## src/rtl/uart_cfg_pkg.sv

```systemverilog
// uart_cfg_pkg: shared constants and types for the UART configuration bank.
//   - function codes of received command frames
//   - response header, status codes and response lengths
//   - bank FSM state type and a saturating counter helper
package uart_cfg_pkg;

  localparam logic [7:0] FN_WR_SHADOW = 8'h01;
  localparam logic [7:0] FN_SET_EN    = 8'h02;
  localparam logic [7:0] FN_COMMIT    = 8'h03;
  localparam logic [7:0] FN_READBACK  = 8'h04;

  localparam logic [7:0] RESP_HDR  = 8'hA5;

  localparam logic [7:0] ST_OK     = 8'h00;
  localparam logic [7:0] ST_BAD_CH = 8'h01;
  localparam logic [7:0] ST_BAD_FN = 8'h02;

  localparam logic [3:0]  RESP_LEN_ACK = 4'd3;
  localparam logic [3:0]  RESP_LEN_RB  = 4'd11;
  localparam int unsigned RESP_MAX     = 11;

  typedef enum logic [1:0] {
    StIdle,
    StExec,
    StResp
  } bank_state_e;

  function automatic logic [7:0] sat_inc(input logic [7:0] v);
    return (v == 8'hFF) ? v : v + 8'd1;
  endfunction

endpackage

```

## src/rtl/uart_cfg_bank_if.sv

```systemverilog
// uart_cfg_bank_if: frame-in / response-out bundle of the configuration bank.
//   func_reg  : function code of the received frame
//   rev_bus   : payload d1..d10, d1 in [79:72], d10 in [7:0]
//   pack_done : one-cycle valid strobe for func_reg/rev_bus
//   tx_data   : response byte, tx_valid : byte valid, tx_ready : byte accepted
// master = frame receiver + UART transmitter side, slave = the bank.
interface uart_cfg_bank_if;
  logic [7:0]  func_reg;
  logic [79:0] rev_bus;
  logic        pack_done;
  logic [7:0]  tx_data;
  logic        tx_valid;
  logic        tx_ready;

  modport master (
    output func_reg, rev_bus, pack_done, tx_ready,
    input  tx_data, tx_valid
  );

  modport slave (
    input  func_reg, rev_bus, pack_done, tx_ready,
    output tx_data, tx_valid
  );
endinterface

```

## src/rtl/uart_resp_ser.sv

```systemverilog
// uart_resp_ser: parallel-load response buffer streamed out one byte at a time.
//   clk_50M, rst : clock and synchronous active-high reset
//   i_load       : load i_bytes/i_len and start streaming from byte 0
//   i_len        : number of valid bytes (1..RESP_MAX)
//   i_bytes      : byte 0 in the top byte lane, byte RESP_MAX-1 in [7:0]
//   i_ready      : downstream accepts the current byte
//   o_data       : current byte, o_valid : byte valid
//   o_last       : current byte is the final one of the response
module uart_resp_ser
  import uart_cfg_pkg::*;
(
  input  logic                  clk_50M,
  input  logic                  rst,
  input  logic                  i_load,
  input  logic [3:0]            i_len,
  input  logic [8*RESP_MAX-1:0] i_bytes,
  input  logic                  i_ready,
  output logic [7:0]            o_data,
  output logic                  o_valid,
  output logic                  o_last
);

  logic [7:0] r_buf [RESP_MAX];
  logic [3:0] r_len;
  logic [3:0] r_idx;
  logic       r_valid;
  logic       w_last;

  assign w_last = r_valid && (r_idx == r_len - 4'd1);

  always_ff @(posedge clk_50M) begin
    if (rst) begin
      for (int k = 0; k < RESP_MAX; k++) r_buf[k] <= '0;
      r_len   <= '0;
      r_idx   <= '0;
      r_valid <= 1'b0;
    end else if (i_load) begin
      for (int k = 0; k < RESP_MAX; k++) r_buf[k] <= i_bytes[8*(RESP_MAX-1-k) +: 8];
      r_len   <= i_len;
      r_idx   <= '0;
      r_valid <= 1'b1;
    end else if (r_valid && i_ready) begin
      if (w_last) begin
        r_valid <= 1'b0;
        r_idx   <= '0;
      end else begin
        r_idx <= r_idx + 4'd1;
      end
    end
  end

  // Data comes straight from registers, so it cannot move during a stall.
  assign o_data  = r_buf[r_idx];
  assign o_valid = r_valid;
  assign o_last  = w_last;

endmodule

```

## src/rtl/uart_cfg_bank.sv

```systemverilog
// uart_cfg_bank: decodes UART command frames into per-channel shadow registers,
// commits shadows to active registers under a channel mask, and answers every
// frame with an ack or readback byte stream.
//   clk_50M, rst  : clock and synchronous active-high reset
//   frm           : frame input and response output bundle (slave side)
//   ch_en         : per-channel enable
//   duty_bus      : active duty, channel i in [8i+7:8i]
//   dessert_bus   : active pulse_dessert, 16 bits per channel
//   num_bus       : active pulse_num, 8 bits per channel
//   pat_bus       : active pattern, PAT_WIDTH bits per channel
//   cfg_update    : one-cycle pulse per committed channel
//   busy          : frame executing or response pending
//   err_cnt       : rejected frames, saturating
//   ovf_cnt       : frames dropped while busy, saturating
module uart_cfg_bank
  import uart_cfg_pkg::*;
#(
  parameter int unsigned NUM_CH    = 4,
  parameter int unsigned PAT_WIDTH = 32,
  parameter int unsigned CH_W      = (NUM_CH > 1) ? $clog2(NUM_CH) : 1
) (
  input  logic                          clk_50M,
  input  logic                          rst,
  uart_cfg_bank_if.slave                frm,
  output logic [NUM_CH-1:0]             ch_en,
  output logic [8*NUM_CH-1:0]           duty_bus,
  output logic [16*NUM_CH-1:0]          dessert_bus,
  output logic [8*NUM_CH-1:0]           num_bus,
  output logic [PAT_WIDTH*NUM_CH-1:0]   pat_bus,
  output logic [NUM_CH-1:0]             cfg_update,
  output logic                          busy,
  output logic [7:0]                    err_cnt,
  output logic [7:0]                    ovf_cnt
);

  bank_state_e          r_state;
  logic [7:0]           r_func;
  logic [79:0]          r_bus;
  logic                 r_busy;
  logic [7:0]           r_err;
  logic [7:0]           r_ovf;
  logic [NUM_CH-1:0]    r_ch_en;
  logic [NUM_CH-1:0]    r_upd;

  logic [7:0]           r_sh_duty [NUM_CH];
  logic [15:0]          r_sh_des  [NUM_CH];
  logic [7:0]           r_sh_num  [NUM_CH];
  logic [PAT_WIDTH-1:0] r_sh_pat  [NUM_CH];
  logic [7:0]           r_ac_duty [NUM_CH];
  logic [15:0]          r_ac_des  [NUM_CH];
  logic [7:0]           r_ac_num  [NUM_CH];
  logic [PAT_WIDTH-1:0] r_ac_pat  [NUM_CH];

  logic [7:0]           w_d [1:10];
  logic [CH_W-1:0]      w_ch;
  logic                 w_ch_ok;
  logic [31:0]          w_pat32;
  logic [7:0]           w_status;
  logic                 w_is_rb;
  logic [3:0]           w_len;
  logic [8*RESP_MAX-1:0] w_resp;
  logic [7:0]           w_rb_duty;
  logic [15:0]          w_rb_des;
  logic [7:0]           w_rb_num;
  logic [31:0]          w_rb_pat;
  logic                 w_load;
  logic                 w_last;

  // Payload bytes of the latched frame, d1 in the top lane.
  always_comb begin
    for (int k = 1; k <= 10; k++) w_d[k] = r_bus[8*(10-k) +: 8];
  end

  assign w_ch    = w_d[1][CH_W-1:0];
  assign w_ch_ok = 32'(w_d[1]) < NUM_CH;
  assign w_pat32 = {w_d[7], w_d[8], w_d[9], w_d[10]};

  // Active values of the addressed channel, sampled while in EXEC.
  always_comb begin
    w_rb_duty = '0;
    w_rb_des  = '0;
    w_rb_num  = '0;
    w_rb_pat  = '0;
    for (int i = 0; i < NUM_CH; i++) begin
      if (w_ch == CH_W'(i)) begin
        w_rb_duty = r_ac_duty[i];
        w_rb_des  = r_ac_des[i];
        w_rb_num  = r_ac_num[i];
        w_rb_pat  = 32'(r_ac_pat[i]);
      end
    end
  end

  // Frame decode and response image.
  always_comb begin
    w_status = ST_OK;
    w_is_rb  = 1'b0;
    case (r_func)
      FN_WR_SHADOW, FN_SET_EN: if (!w_ch_ok) w_status = ST_BAD_CH;
      FN_COMMIT:               w_status = ST_OK;
      FN_READBACK: begin
        if (!w_ch_ok) w_status = ST_BAD_CH;
        else          w_is_rb  = 1'b1;
      end
      default:                 w_status = ST_BAD_FN;
    endcase

    w_resp         = '0;
    w_resp[87:80]  = RESP_HDR;
    w_resp[79:72]  = r_func;
    if (w_is_rb) begin
      w_resp[71:0] = {w_d[1], w_rb_duty, w_rb_des, w_rb_num, w_rb_pat};
      w_len        = RESP_LEN_RB;
    end else begin
      w_resp[71:64] = w_status;
      w_len         = RESP_LEN_ACK;
    end
  end

  assign w_load = (r_state == StExec);

  always_ff @(posedge clk_50M) begin
    if (rst) begin
      r_state <= StIdle;
      r_func  <= '0;
      r_bus   <= '0;
      r_busy  <= 1'b0;
      r_err   <= '0;
      r_ovf   <= '0;
      r_ch_en <= '0;
      r_upd   <= '0;
      for (int i = 0; i < NUM_CH; i++) begin
        r_sh_duty[i] <= '0;
        r_sh_des[i]  <= '0;
        r_sh_num[i]  <= '0;
        r_sh_pat[i]  <= '0;
        r_ac_duty[i] <= '0;
        r_ac_des[i]  <= '0;
        r_ac_num[i]  <= '0;
        r_ac_pat[i]  <= '0;
      end
    end else begin
      r_upd <= '0;
      unique case (r_state)
        StIdle: begin
          if (frm.pack_done) begin
            r_func  <= frm.func_reg;
            r_bus   <= frm.rev_bus;
            r_busy  <= 1'b1;
            r_state <= StExec;
          end
        end
        StExec: begin
          if (w_status != ST_OK) begin
            r_err <= sat_inc(r_err);
          end else begin
            case (r_func)
              FN_WR_SHADOW: begin
                for (int i = 0; i < NUM_CH; i++) begin
                  if (w_ch == CH_W'(i)) begin
                    r_sh_duty[i] <= w_d[3];
                    r_sh_des[i]  <= {w_d[4], w_d[5]};
                    r_sh_num[i]  <= w_d[6];
                    r_sh_pat[i]  <= w_pat32[PAT_WIDTH-1:0];
                  end
                end
              end
              FN_SET_EN: begin
                for (int i = 0; i < NUM_CH; i++) begin
                  if (w_ch == CH_W'(i)) r_ch_en[i] <= w_d[2][0];
                end
              end
              FN_COMMIT: begin
                // d1 is a channel mask here; bits at or above NUM_CH never match.
                for (int i = 0; i < NUM_CH; i++) begin
                  if (w_d[1][i]) begin
                    r_ac_duty[i] <= r_sh_duty[i];
                    r_ac_des[i]  <= r_sh_des[i];
                    r_ac_num[i]  <= r_sh_num[i];
                    r_ac_pat[i]  <= r_sh_pat[i];
                    r_upd[i]     <= 1'b1;
                  end
                end
              end
              default: ;
            endcase
          end
          r_state <= StResp;
        end
        StResp: begin
          if (w_last && frm.tx_ready) begin
            r_busy  <= 1'b0;
            r_state <= StIdle;
          end
        end
        default: r_state <= StIdle;
      endcase
      // Any strobe outside IDLE is lost, including the cycle of the final accept.
      if (frm.pack_done && (r_state != StIdle)) r_ovf <= sat_inc(r_ovf);
    end
  end

  uart_resp_ser u_resp_ser (
    .clk_50M (clk_50M),
    .rst     (rst),
    .i_load  (w_load),
    .i_len   (w_len),
    .i_bytes (w_resp),
    .i_ready (frm.tx_ready),
    .o_data  (frm.tx_data),
    .o_valid (frm.tx_valid),
    .o_last  (w_last)
  );

  always_comb begin
    duty_bus    = '0;
    dessert_bus = '0;
    num_bus     = '0;
    pat_bus     = '0;
    for (int i = 0; i < NUM_CH; i++) begin
      duty_bus[8*i +: 8]                  = r_ac_duty[i];
      dessert_bus[16*i +: 16]             = r_ac_des[i];
      num_bus[8*i +: 8]                   = r_ac_num[i];
      pat_bus[PAT_WIDTH*i +: PAT_WIDTH]   = r_ac_pat[i];
    end
  end

  assign ch_en      = r_ch_en;
  assign cfg_update = r_upd;
  assign busy       = r_busy;
  assign err_cnt    = r_err;
  assign ovf_cnt    = r_ovf;

endmodule
```

## src/flat_wrapper.sv

```systemverilog
// flat-port wrapper written by rule: the top's interface ports become plain ports
module uart_cfg_bank_flat import uart_cfg_pkg::*;
#(
  parameter int unsigned NUM_CH    = 4,
  parameter int unsigned PAT_WIDTH = 32,
  parameter int unsigned CH_W      = (NUM_CH > 1) ? $clog2(NUM_CH) : 1
)
  (clk_50M, rst, ch_en, duty_bus, dessert_bus, num_bus, pat_bus, cfg_update, busy, err_cnt, ovf_cnt, frm_func_reg, frm_rev_bus, frm_pack_done, frm_tx_ready, frm_tx_data, frm_tx_valid);
  uart_cfg_bank_if frm_i ();
  input  logic clk_50M;
  input  logic rst;
  output logic [NUM_CH-1:0] ch_en;
  output logic [8*NUM_CH-1:0] duty_bus;
  output logic [16*NUM_CH-1:0] dessert_bus;
  output logic [8*NUM_CH-1:0] num_bus;
  output logic [PAT_WIDTH*NUM_CH-1:0] pat_bus;
  output logic [NUM_CH-1:0] cfg_update;
  output logic busy;
  output logic [7:0] err_cnt;
  output logic [7:0] ovf_cnt;
  input wire logic [$bits(frm_i.func_reg)-1:0] frm_func_reg;
  input wire logic [$bits(frm_i.rev_bus)-1:0] frm_rev_bus;
  input wire logic [$bits(frm_i.pack_done)-1:0] frm_pack_done;
  input wire logic [$bits(frm_i.tx_ready)-1:0] frm_tx_ready;
  output wire logic [$bits(frm_i.tx_data)-1:0] frm_tx_data;
  output wire logic [$bits(frm_i.tx_valid)-1:0] frm_tx_valid;
  assign frm_i.func_reg = frm_func_reg;
  assign frm_i.rev_bus = frm_rev_bus;
  assign frm_i.pack_done = frm_pack_done;
  assign frm_i.tx_ready = frm_tx_ready;
  assign frm_tx_data = frm_i.tx_data;
  assign frm_tx_valid = frm_i.tx_valid;
  uart_cfg_bank #(.NUM_CH(NUM_CH), .PAT_WIDTH(PAT_WIDTH), .CH_W(CH_W)) u_core (.clk_50M(clk_50M), .rst(rst), .frm(frm_i), .ch_en(ch_en), .duty_bus(duty_bus), .dessert_bus(dessert_bus), .num_bus(num_bus), .pat_bus(pat_bus), .cfg_update(cfg_update), .busy(busy), .err_cnt(err_cnt), .ovf_cnt(ovf_cnt));
endmodule
```

## config.mk

```make
export PLATFORM = sky130hd
export DESIGN_NAME = uart_cfg_bank_flat
export DESIGN_NICKNAME = d
export VERILOG_FILES = /design/src/rtl/uart_cfg_pkg.sv /design/src/rtl/uart_cfg_bank_if.sv /design/src/rtl/uart_resp_ser.sv /design/src/rtl/uart_cfg_bank.sv /design/src/flat_wrapper.sv
export SDC_FILE = /design/constraint.sdc
export NUM_CORES = 1
export LEC_CHECK = 0
export CAP_MARGIN = 40
export CORE_MARGIN = 2
export CORE_UTILIZATION = 55
export CTS_CLUSTER_SIZE = 24
export DETAILED_ROUTE_END_ITERATION = 7
export GPL_ROUTABILITY_DRIVEN = 0
export HOLD_SLACK_MARGIN = 0.05
export PLACE_DENSITY = 0.8
export SLEW_MARGIN = 20
export SYNTH_ARGS = -nofsm -noshare
export SYNTH_HDL_FRONTEND = slang
export SYNTH_SLANG_ARGS = --single-unit
```

## constraint.sdc

```tcl
create_clock -name clk_50M -period 13.5 [get_ports clk_50M]
set_input_delay 2.7 -clock clk_50M [delete_from_list [all_inputs] [get_ports clk_50M]]
set_output_delay 2.7 -clock clk_50M [all_outputs]
set_load 0.02 [all_outputs]
```

## After elaboration in Yosys (flattened, before gate mapping)

Memory sizes are Yosys's and may differ from the RTL's. A register that Yosys moved wholly into a read port is not among the register bits.
Index checks and enable logic that the tools add are counted.

| storage, ports and cells | value |
|---|---|
| memories | 9 |
| output and inout bits | 290 |
| memory bits (writable) | 600 |
| register bits | 124 |
| logic and storage cells | 245 |

Memory list:

| name | depth | width | read ports | clocked after memory_dff | write ports | line | source |
|---|---|---|---|---|---|---|---|
| u_core.r_ac_pat | 4 | 32 | 4 | 0 | 4 | uart_cfg_bank.sv:52 | `logic [PAT_WIDTH-1:0] r_ac_pat [NUM_CH];` |
| u_core.r_sh_pat | 4 | 32 | 4 | 0 | 4 | uart_cfg_bank.sv:48 | `logic [PAT_WIDTH-1:0] r_sh_pat [NUM_CH];` |
| u_core.u_resp_ser.r_buf | 11 | 8 | 1 | 1 | 11 | uart_resp_ser.sv:23 | `logic [7:0] r_buf [RESP_MAX];` |
| u_core.r_ac_des | 4 | 16 | 4 | 0 | 4 | uart_cfg_bank.sv:50 | `logic [15:0] r_ac_des [NUM_CH];` |
| u_core.r_sh_des | 4 | 16 | 4 | 0 | 4 | uart_cfg_bank.sv:46 | `logic [15:0] r_sh_des [NUM_CH];` |
| u_core.r_ac_duty | 4 | 8 | 4 | 0 | 4 | uart_cfg_bank.sv:49 | `logic [7:0] r_ac_duty [NUM_CH];` |
| 3 more memories | -- | -- | -- | -- | -- | -- |  |

| cells by class | value |
|---|---|
| magnitude comparators | 1 |
| add/sub/neg operators | 4 |
| muxes and demuxes | 131 |
| reduce and logical (&&, ||, !) cells | 24 |
| bitwise logic cells | 48 |
| equality and inequality tests | 14 |

Operator list:

| operator | number |
|---|---|
| $mux W32 | 12 |
| $mux W8 | 36 |
| $mux W16 | 12 |
| $mux W64 | 1 |
| $mux W1 | 61 |
| $or A1 B1 Y1 | 43 |
| $add A8 B1 Y8 const B | 2 |
| $eq A8 B2 Y1 const B | 2 |
| $eq A8 B8 Y1 const B | 2 |
| $mux W4 | 4 |
| $pmux W8 S2 | 1 |
| $reduce_and A4 Y1 | 4 |
| $eq A8 B1 Y1 const B | 1 |
| $eq A8 B3 Y1 const B | 1 |
| $lt A8 B3 Y1 const B | 1 |
| $reduce_and A2 Y1 | 4 |
| $reduce_bool A2 Y1 | 4 |
| $reduce_bool A8 Y1 | 1 |
| $eq A2 B2 Y1 const B | 3 |
| $pmux W2 S3 | 1 |
| $reduce_and A3 Y1 | 2 |
| $not A1 Y1 | 5 |
| $add A4 B1 Y4 const B | 1 |
| $eq A2 B1 Y1 const B | 2 |
| 11 further kinds | 16 |

## Logic depth before layout (Yosys ltp)

Gate-level depths: netlist (run 1).

| logic depth | value |
|---|---|
| depth in word-level cells | 9 |
| mapped depth | 7 |
| depth with buffers taken out | 6 |

## Cells and area by module

A second synthesis (run 1) with hierarchy kept.

| second synthesis, totals | value |
|---|---|
| cell total of the unflattened synthesis | 2129 |
| area, all modules | 29597.1 sq um |

Modules (own cells, without submodules):

| module | area an instance (sq um) | instances | cells an instance | seq. area each (sq um) |
|---|---|---|---|---|
| uart_cfg_bank | 25035.3 | 1 | 1788 | 17536.8 |
| uart_resp_ser | 4561.9 | 1 | 341 | 2902.8 |

## Worst setup path before layout (run 1)

OpenSTA, ideal clock, no wires.

| path | value |
|---|---|
| path kind | flip-flop to flip-flop |
| start point | register u_core.r_bus[74] |
| end point | memory u_core.r_sh_des[0][0] (enable) |
| arrival time | 6.116 ns |
| setup time | 0.581 ns |
| stages on the path, launching flop included | 5 |
| path slack | 6.802 ns |
| path buffers | 0 |
| path through | dfxtp_1 > nor4_1 > and2_1 > nand3_1 > o31ai_1 |

RTL lines:

| item | line | source |
|---|---|---|
| start: declaration | uart_cfg_bank.sv:38 | `logic [79:0] r_bus;` |
| start signal: assignment | uart_cfg_bank.sv:148 | `r_bus <= frm.rev_bus;` |
| end: declaration | uart_cfg_bank.sv:46 |  |

==> impl_metrics.tcl, run 1 <==
set metrics [dict create \
    finalCritPeriodShare 0.477 \
    dp.cells 2961 \
    async_flop_share 0 \
    fin_nets 2454 \
    wl_per_cell_um 26.2 \
    cts_tree "yes" \
    cts-resized-gates 0 \
    p_sw_frac 0.222 \
    core_um2 51300 \
    path_delay_family "buffers and inverters" \
    postRouteWirelength_um 81300 \
    ys_warn_count 0 \
    status "finished clean" \
    synth_common_cells "592 x edfxtp_1, 516 x and2_1, 198 x nand2_1" \
    ctsRootBufferMaster "clkbuf_16" \
    arrival_ps 3730 \
    holdWs_ps 459 \
    slew_viol_final 0 \
    fmax_mhz 155 \
    worstPathCellList "buf_4 -> nor2b_1 -> a221oi_1 -> o31ai_1 -> clkdlybuf4s50_1" \
    yosysTopAreaCell "edfxtp_1" \
    rsz0062_at_grt "false" \
    drt-initial-drc-count 1930 \
    dpl.hpwl_um 50600 \
    netlist_area_um2 28500 \
    combPwrFrac 0.069 \
    synth_edf_count 592 \
    ant_nets 0 \
    max_stage_delay_ps 720 \
    yosysTopAreaCellShare 0.623 \
    antenna_found_initial 4 \
    hold_buffers 0 \
    cts_buffers 72 \
    p_seq_frac 0.506 \
    ir_worst_vdd_v 0.000133 \
    critPathRequiredTime_ps 10800 \
    setup_tns_ps 0 \
    p_clk_frac 0.425 \
    crit_type "flip-flop to primary output" \
    cts_max_path_buffers 3 \
    drive_gt1_frac 0.112 \
    critPathBufInv 2 \
    boundaryPins 382 \
    cp-start-kind "flip-flop" \
    fin_worst_skew_ps 28.3 \
    cts_htree_levels 3 \
    max_slew_margin 0.414 \
    grt_overflow_total 0 \
    instances_no_fill 3104 \
    intPower_mw 3.87 \
    clock_sinks 712 \
    hp-class "flip-flop to flip-flop" \
    grt_pass1_vias 18200 \
    dieArea_um2 53700 \
    die_w_um 232 \
    drc 0 \
    total_power_mw 4.97 \
    yosys-top-cells-area "edfxtp_1 62%, and2_1 11%, dfxtp_1 8.4%" \
    areaGrowthSynthToFinish_pct 25.8 \
    p_leak_nw 12.9 \
    drt_first_pass_iters 8 \
    clock_latency_ps 620 \
    row_count 83 \
    postCtsSetupRepairBufs 0 \
    syn-instance-count 1988 \
    initial_core_util 0.557 \
    yosysMostFrequentCell "edfxtp_1" \
    cts.reportedPaths.clkPinSlew_ps 60 \
    hold_viol 0 \
    worst_pin_slew_ps 878 \
    cp_slowest_cell "clkdlybuf4s50_1" \
    synth-main-ff-cell "edfxtp_1" \
    period_needed_ps 6430 \
    avgSynthCellArea_um2 14.4 \
    ys_seq_area_frac 0.707 \
    grtUsageTotal 0.303 \
    p_sw_mw 1.10 \
    synth_cell_types 55 \
    finalSetupViolCount 0 \
    power_density_nw_per_um2 139 \
    vias_per_cell 5.85 \
    ys_seq_elements 712 \
    cp-end-kind "primary output" \
    grt_pass1_wl_um 118000 \
    vias 18200 \
    io_buffers 374 \
    die_height_um 232 \
    cap_violations 0 \
    grt_max_degree 65 \
    crit_fanout 27 \
]
## final timing paths
check | cells past startpoint | slack [ps] | start | end
setup / recovery | 5 | 7070 | flip-flop | frm_tx_data[7]
hold / removal | 2 | 460 | u_core.r_bus[64]$_SDFFE_PP0P_ | u_core.r_bus[64]$_SDFFE_PP0P_
setup reg to reg | 6 | 9800 | u_core.r_func[7]$_SDFFE_PP0P_ | u_core.r_sh_pat[0][66]$_SDFFCE_PN0P_
hold reg to reg | 2 | 460 | u_core.r_bus[64]$_SDFFE_PP0P_ | u_core.r_bus[64]$_SDFFE_PP0P_
## placed cells by master, fill, tap and decap left out, types with 4 or more instances in the layout
master	count
a21o_4	4
a21oi_1	100
a221oi_1	4
and2_1	515
and3_1	9
buf_12	6
buf_16	8
buf_4	23
bufinv_16	11
clkbuf_1	20
clkbuf_16	73
clkbuf_8	10
clkdlybuf4s50_1	373
clkinv_2	11
conb_1	6
dfxtp_1	117
diode_2	5
edfxtp_1	592
inv_1	9
inv_6	4
mux2_2	11
mux2i_1	10
mux4_2	72
nand2_1	196
nand3_1	14
nand4_1	5
nor2_1	27
nor2_4	7
nor2b_1	76
nor4_1	5
o21ai_0	21
o31ai_1	8
xor2_1	6
## cells by family (layout without fill, tap and decap cells)
logic type | count (synthesis) | in the layout | share of synthesized area
AND/OR/NAND/NOR | 879 | 879 | 0.174
AO/OA/AOI/OAI | 162 | 162 | 0.0332
other | 1 | 11 | 0.000131
buffers and inverters | 131 | 557 | 0.0179
adder cells (fa/ha/maj) | 3 | 3 | 0.00131
flip-flops | 712 | 712 | 0.707
XOR/XNOR | 7 | 7 | 0.00215
multiplexers | 93 | 93 | 0.0646
## worst min-delay path, cell delays in order (launching register included)
cell     delay, ps
dfxtp_1        310
nand2_1         50
a21oi_1         50
## power groups by stage
stage          combinational (mW)  clock (mW)  sequential (mW)
5_1_grt                     0.356        2.22             2.53
3_3_place_gp                0.323           0             2.56
6_report                    0.342        2.11             2.52
2_1_floorplan               0.138           0             2.58
3_5_place_dp                0.337           0             2.56
4_1_cts                     0.339        2.13             2.52
## registers in the layout, summed over array words and instances (netlist names), named ones only
| signal | flops |
|---|---|
| u_core.u_resp_ser.r_len | 2 |
| u_core.r_func | 8 |
| u_core.cfg_update | 4 |
| u_core.busy | 1 |
| u_core.ovf_cnt | 8 |
| u_core.r_sh_num | 32 |
| u_core.r_ac_pat | 128 |
| u_core.err_cnt | 8 |
| u_core.u_resp_ser.o_valid | 1 |
| u_core.r_sh_pat | 128 |
| u_core.r_ac_duty | 32 |
| u_core.u_resp_ser.r_buf | 81 |
| u_core.r_bus | 73 |
| u_core.u_resp_ser.r_idx | 4 |
| u_core.r_sh_duty | 32 |
| u_core.ch_en | 4 |
| u_core.r_state | 2 |
| u_core.r_ac_des | 64 |
| u_core.r_sh_des | 64 |
| u_core.r_ac_num | 32 |
## per-stage QoR
stage                     utilization  worst slack (ps)  area, um^2
final                           0.700              7070       35900
after global routing            0.700              6990       35900
after CTS                       0.699              7180       35800
after detailed placement        0.650              7540       33300
after global placement          0.643              7420       33000
after floorplan                     -              6800       28600
## routing by layer
layer	part of all wire	global-route usage	wire, um
met1	0.35	0.391	28800
met2	0.49	0.489	39600
met3	0.11	0.0614	8740
met4	0.051	0.157	4180
met5	0	0	0
## layout make-up
cell class                      count  area, um^2
Fill cell                        3350       15400
Antenna cell                        5        12.5
Clock buffer                      103        2040
Multi-Input combinational cell   1150        8030
Inverter                            9        33.8
Clock inverter                     31         480
Tap cell                          680         851
Timing Repair Buffer              414        4280
Sequential cell                   712       20200
No activity file was read; power rests on OpenSTA's default activity.
==> run 2: changes to the inputs <==
--- a/config.mk
+++ b/config.mk
@@ -7,12 +7,12 @@
 export LEC_CHECK = 0
 export CAP_MARGIN = 40
 export CORE_MARGIN = 2
-export CORE_UTILIZATION = 55
+export CORE_UTILIZATION = 50
 export CTS_CLUSTER_SIZE = 24
 export DETAILED_ROUTE_END_ITERATION = 7
 export GPL_ROUTABILITY_DRIVEN = 0
 export HOLD_SLACK_MARGIN = 0.05
-export PLACE_DENSITY = 0.8
+export PLACE_DENSITY = 0.76
 export SLEW_MARGIN = 20
 export SYNTH_ARGS = -nofsm -noshare
 export SYNTH_HDL_FRONTEND = slang
==> constraint.sdc (replaced) <==
create_clock -name clk_50M -period 5.8 [get_ports clk_50M]
set_input_delay 1.16 -clock clk_50M [delete_from_list [all_inputs] [get_ports clk_50M]]
set_output_delay 1.16 -clock clk_50M [all_outputs]
set_load 0.02 [all_outputs]
==> run 2 against run 1 <==
Via count is 2.5% lower; critical path depth down 1; routed wire length shrank 0.98%; first-iteration DRC count down 0.98%.
==> impl_metrics.tcl, run 2 (synthesized netlist as in run 1, its figures left out) <==
set metrics [dict create \
    drc 0 \
    worst_pin_slew_ps 873 \
    place_area_um2 33600 \
    die_w_um 243 \
    layout_common_cells "592 x edfxtp_1, 515 x and2_1, 373 x clkdlybuf4s50_1" \
    cts_htree_levels 3 \
    multi_input_area_um2 8030 \
    worstPathCellList "nor2b_1 -> a221oi_1 -> o31ai_1 -> clkdlybuf4s50_1" \
    cp-start-kind "flip-flop" \
    ir_worst_vdd_v 0.000231 \
    postRouteWirelength_um 80600 \
    max_stage_delay_ps 790 \
    holdPathEnd "u_core.r_bus[77]$_SDFFE_PP0P_" \
    vias 17700 \
    slew_viol_final 0 \
    cts-resized-gates 0 \
    arrival_ps 3450 \
    die_height_um 243 \
    hold_buffers 0 \
    ff_latch_area_um2 20200 \
    min_path_cells 2 \
    period_needed_ps 4610 \
    r2r_cells 5 \
    timing.rr.start "u_core.r_bus[74]$_SDFFE_PP0P_" \
    drt-initial-drc-count 1911 \
    reg_top3 "u_core.r_ac_pat (128), u_core.r_sh_pat (128), u_core.u_resp_ser.r_buf (81)" \
    critPathRequiredTime_ps 4640 \
    grt_overflow_total 0 \
    drive_gt1_frac 0.110 \
    clock_sinks 712 \
    grt_max_degree 60 \
    core_um2 56400 \
    cts_tree "yes" \
    fin_util 0.639 \
    cts.reportedPaths.clkPinSlew_ps 60 \
    grt_pass1_wl_um 118000 \
    dpl.hpwl_um 52000 \
    cap_violations 0 \
    num-fill-cells 4062 \
    drt_first_pass_iters 5 \
    reg2reg_slack_ps 2260 \
    hold_viol 0 \
    max_slew_margin 0.418 \
    grtUsageTotal 0.273 \
    vias_per_cell 5.56 \
    cp-end-kind "primary output" \
    wl_per_cell_um 25.3 \
    initial_core_util 0.506 \
    cts_max_path_buffers 3 \
    crit_type "flip-flop to primary output" \
    dieArea_um2 59000 \
    fin_worst_skew_ps 18.5 \
    postCtsSetupRepairBufs 0 \
    grt_pass1_vias 17800 \
    crit_fanout 13 \
    final_area_um2 36000 \
    hp-class "flip-flop to flip-flop" \
    boundaryPins 382 \
    p_leak_nw 12.9 \
    power_density_nw_per_um2 312 \
    rsz0062_at_grt "false" \
    min-delay-start "u_core.r_bus[77]$_SDFFE_PP0P_" \
    finalCritPeriodShare 0.794 \
    fin_nets 2457 \
    ant_nets 0 \
    fmax_mhz 217 \
    finalSetupViolCount 0 \
    antenna_found_initial 8 \
    cts_buffers 73 \
    holdWs_ps 460 \
    final_common_cell "edfxtp_1" \
    cp_slowest_cell "dfxtp_1" \
    row_count 87 \
    status "finished clean" \
    io_buffers 374 \
    ctsRootBufferMaster "clkbuf_16" \
    timing.rr.end "u_core.r_sh_pat[0][38]$_SDFFCE_PN0P_" \
    clock_latency_ps 620 \
    areaGrowthSynthToFinish_pct 26.2 \
]
[run 2: cell count changes in the layout (fill, tap and decap cells not counted), sizes merged]
cell / delta
bufinv: -8
clkinv: +6
inv: -1
diode: +1
clkbuf: +4
buf: +2
[run 2: per-stage QoR]
stage	power (mW)	setup TNS, ps	worst slack [ps]	instances
after floorplan	6.32	-133860	-697	1993
after global placement	6.72	0	1880	3022
after detailed placement	6.77	0	1900	3039
after CTS	11.3	0	1250	3174
after global routing	11.5	0	1030	3183
final	11.2	0	1190	3184
[run 2: power breakdown]
| part | internal (mW) | leakage (nW) | switching [mW] |
|---|---|---|---|
| logic | 0.335 | 4.63 | 0.469 |
| clock network | 2.62 | 1.14 | 1.95 |
| registers | 5.72 | 7.11 | 0.132 |
| total | 8.68 | 12.9 | 2.55 |
[run 2: how the worst max path moves through the flow]
stage / start / to
6_report: flip-flop / frm_tx_data[7]
2_1_floorplan: u_core.r_bus[74]$_SDFFE_PP0P_ / u_core.r_sh_des[1][0]$_SDFFCE_PN0P_
3_5_place_dp: flip-flop / frm_tx_data[7]
3_3_place_gp: rst / u_core.r_sh_pat[0][36]$_SDFFCE_PN0P_
5_1_grt: flip-flop / frm_tx_data[7]
4_1_cts: flip-flop / frm_tx_data[7]
[run 2: cell type report]
cell class	count	share of cell area
Clock inverter	28	0.00754
Clock buffer	107	0.0571
Tap cell	756	0.0263
Antenna cell	6	0.000417
Sequential cell	712	0.560
Multi-Input combinational cell	1150	0.223
Timing Repair Buffer	416	0.125
Inverter	9	0.000938
[run 2: layer usage]
layer  part of all wire  global-route usage  routed length, um  vias up
met2               0.50               0.458              40100      833
met1               0.38               0.345              30300     8886
li1                   -                   -                  -     7813
met4              0.042               0.121               3390        0
met3              0.084              0.0536               6780      171
met5                  0                   0                  0        -
[run 2: critical path, delay by kind of cell, from the launching register on]
kind | cells | cell delay (ps)
DFF | 1 | 790
AOI/OAI and AO/OA | 2 | 750
and+or+nand+nor | 1 | 570
buffers and inverters | 1 | 730
==> run 3: changes to the inputs <==
--- a/config.mk
+++ b/config.mk
@@ -7,12 +7,12 @@
 export LEC_CHECK = 0
 export CAP_MARGIN = 40
 export CORE_MARGIN = 2
-export CORE_UTILIZATION = 50
+export CORE_UTILIZATION = 55
 export CTS_CLUSTER_SIZE = 24
 export DETAILED_ROUTE_END_ITERATION = 7
 export GPL_ROUTABILITY_DRIVEN = 0
 export HOLD_SLACK_MARGIN = 0.05
-export PLACE_DENSITY = 0.76
+export PLACE_DENSITY = 0.8
 export SLEW_MARGIN = 20
 export SYNTH_ARGS = -nofsm -noshare
 export SYNTH_HDL_FRONTEND = slang
==> constraint.sdc (replaced) <==
create_clock -name clk_50M -period 4.7 [get_ports clk_50M]
set_input_delay 0.94 -clock clk_50M [delete_from_list [all_inputs] [get_ports clk_50M]]
set_output_delay 0.94 -clock clk_50M [all_outputs]
set_load 0.02 [all_outputs]
==> run 3 against run 2 <==
Utilization increased by 6.2 points; via count increased by 2.3%; first-iteration DRC count rose by 3.7%; register-to-register slack lost 990 ps; clock skew increased by 3.7 ps; critical endpoint is now frm_tx_data[2].
==> impl_metrics.tcl, run 3 (synthesized netlist as in run 1, its figures left out) <==
set metrics [dict create \
    fin_worst_skew_ps 22.2 \
    hold_viol 0 \
    vias 18100 \
    die_height_um 232 \
    vias_per_cell 5.84 \
    cp-end-kind "primary output" \
    grt_overflow_total 0 \
    drt-initial-drc-count 1981 \
    fin_nets 2456 \
    cts_max_path_buffers 3 \
    final_common_cell "edfxtp_1" \
    postRouteWirelength_um 80400 \
    grt_max_degree 59 \
    core_um2 51300 \
    io_buffers 374 \
    hp-class "flip-flop to flip-flop" \
    critPathRequiredTime_ps 3760 \
    dp.cells 2964 \
    initial_core_util 0.557 \
    worst_pin_slew_ps 876 \
    timing.rr.start "u_core.r_bus[74]$_SDFFE_PP0P_" \
    grt_pass1_wl_um 116000 \
    boundaryPins 382 \
    rsz0062_at_grt "false" \
    r2r_cells 5 \
    finalSetupViolCount 0 \
    grt_pass1_vias 17900 \
    ctsRootBufferMaster "clkbuf_16" \
    holdPathEnd "u_core.r_bus[64]$_SDFFE_PP0P_" \
    dpl_worst_slack_ps 1160 \
    grtUsageTotal 0.299 \
    power_density_nw_per_um2 397 \
    drt_first_pass_iters 5 \
    die_w_um 232 \
    instances_no_fill 3102 \
    crit_fanout 31 \
    reg2reg_slack_ps 1270 \
    cts.reportedPaths.clkPinSlew_ps 60 \
    period_needed_ps 4040 \
    cts_buffers 70 \
    wl_per_cell_um 25.9 \
    p_leak_nw 12.9 \
    dpl.hpwl_um 50700 \
    timing.rr.end "u_core.r_sh_pat[0][74]$_SDFFCE_PN0P_" \
    drc 0 \
    cts_tree "yes" \
    row_count 83 \
    min-delay-start "u_core.r_bus[64]$_SDFFE_PP0P_" \
    clock_sinks 712 \
    areaGrowthSynthToFinish_pct 25.9 \
    min_path_cells 2 \
    cp-start-kind "flip-flop" \
    ir_worst_vdd_v 0.000428 \
    cap_violations 0 \
    slew_viol_final 0 \
    dieArea_um2 53700 \
    max_slew_margin 0.416 \
    fin_util 0.701 \
    drive_gt1_frac 0.113 \
    clock_latency_ps 620 \
    status "finished clean" \
    fmax_mhz 247 \
    postCtsSetupRepairBufs 0 \
    place_area_um2 33300 \
    hold_buffers 0 \
    cts-resized-gates 0 \
    final_area_um2 36000 \
    cts_htree_levels 3 \
    holdWs_ps 470 \
    ant_nets 0 \
    total_power_mw 14.3 \
    finalCritPeriodShare 0.860 \
    antenna_found_initial 7 \
    fin_ws_ps 659 \
    reg_top3 "u_core.r_ac_pat (128), u_core.r_sh_pat (128), u_core.u_resp_ser.r_buf (81)" \
    setup_tns_ps 0 \
    layout_common_cells "592 x edfxtp_1, 515 x and2_1, 373 x clkdlybuf4s50_1" \
    arrival_ps 3100 \
    crit_type "flip-flop to primary output" \
]
-- run 3: cell types whose count changed in the layout (fill, tap and decap cells not counted), sizes merged, moves of 3 or more --
cell | previous run | this run
clkbuf | 108 | 89
bufinv | 3 | 13
buf | 42 | 45
clkinv | 21 | 18
clkinvlp | 1 | 4
-- run 3: layer usage --
metal | vias up | GRT usage | wire [um]
met4 | 2 | 0.148 | 4010
li1 | 7801 | - | -
met3 | 205 | 0.0600 | 8070
met5 | - | 0 | 12
met1 | 9011 | 0.382 | 28800
met2 | 1100 | 0.491 | 39500
-- run 3: critical path: stages, from the launching register on --
cell and delay, ps:
dfxtp_1 430, buf_4 400, mux4_2 300, nor2b_1 60, o31ai_1 550, clkdlybuf4s50_1 730
-- run 3: worst max path at each step --
stage                                   from                             endpoint  slack (ps)  cells past startpoint
5_1_grt                            flip-flop                       frm_tx_data[2]         650                      5
2_1_floorplan  u_core.r_bus[74]$_SDFFE_PP0P_  u_core.r_sh_des[1][0]$_SDFFCE_PN0P_       -1800                      4
3_3_place_gp                       flip-flop                       frm_tx_data[2]        1220                      4
3_5_place_dp                       flip-flop                       frm_tx_data[2]        1160                      4
6_report                           flip-flop                       frm_tx_data[2]         660                      5
4_1_cts                            flip-flop                       frm_tx_data[2]         510                      4
-- run 3: area by class of cell --
cell class	count	area (um^2)
Antenna cell	5	12.5
Sequential cell	712	20200
Fill cell	3296	15400
Clock inverter	39	604
Multi-Input combinational cell	1150	8030
Clock buffer	89	1890
Tap cell	680	851
Timing Repair Buffer	418	4340
Inverter	9	33.8
-- run 3: where the power goes --
group	switching, mW	leakage [nW]	internal, mW
Combinational	0.578	4.58	0.408
Sequential	0.167	7.11	7.06
Clock	2.43	1.21	3.61
Total	3.18	12.9	11.1
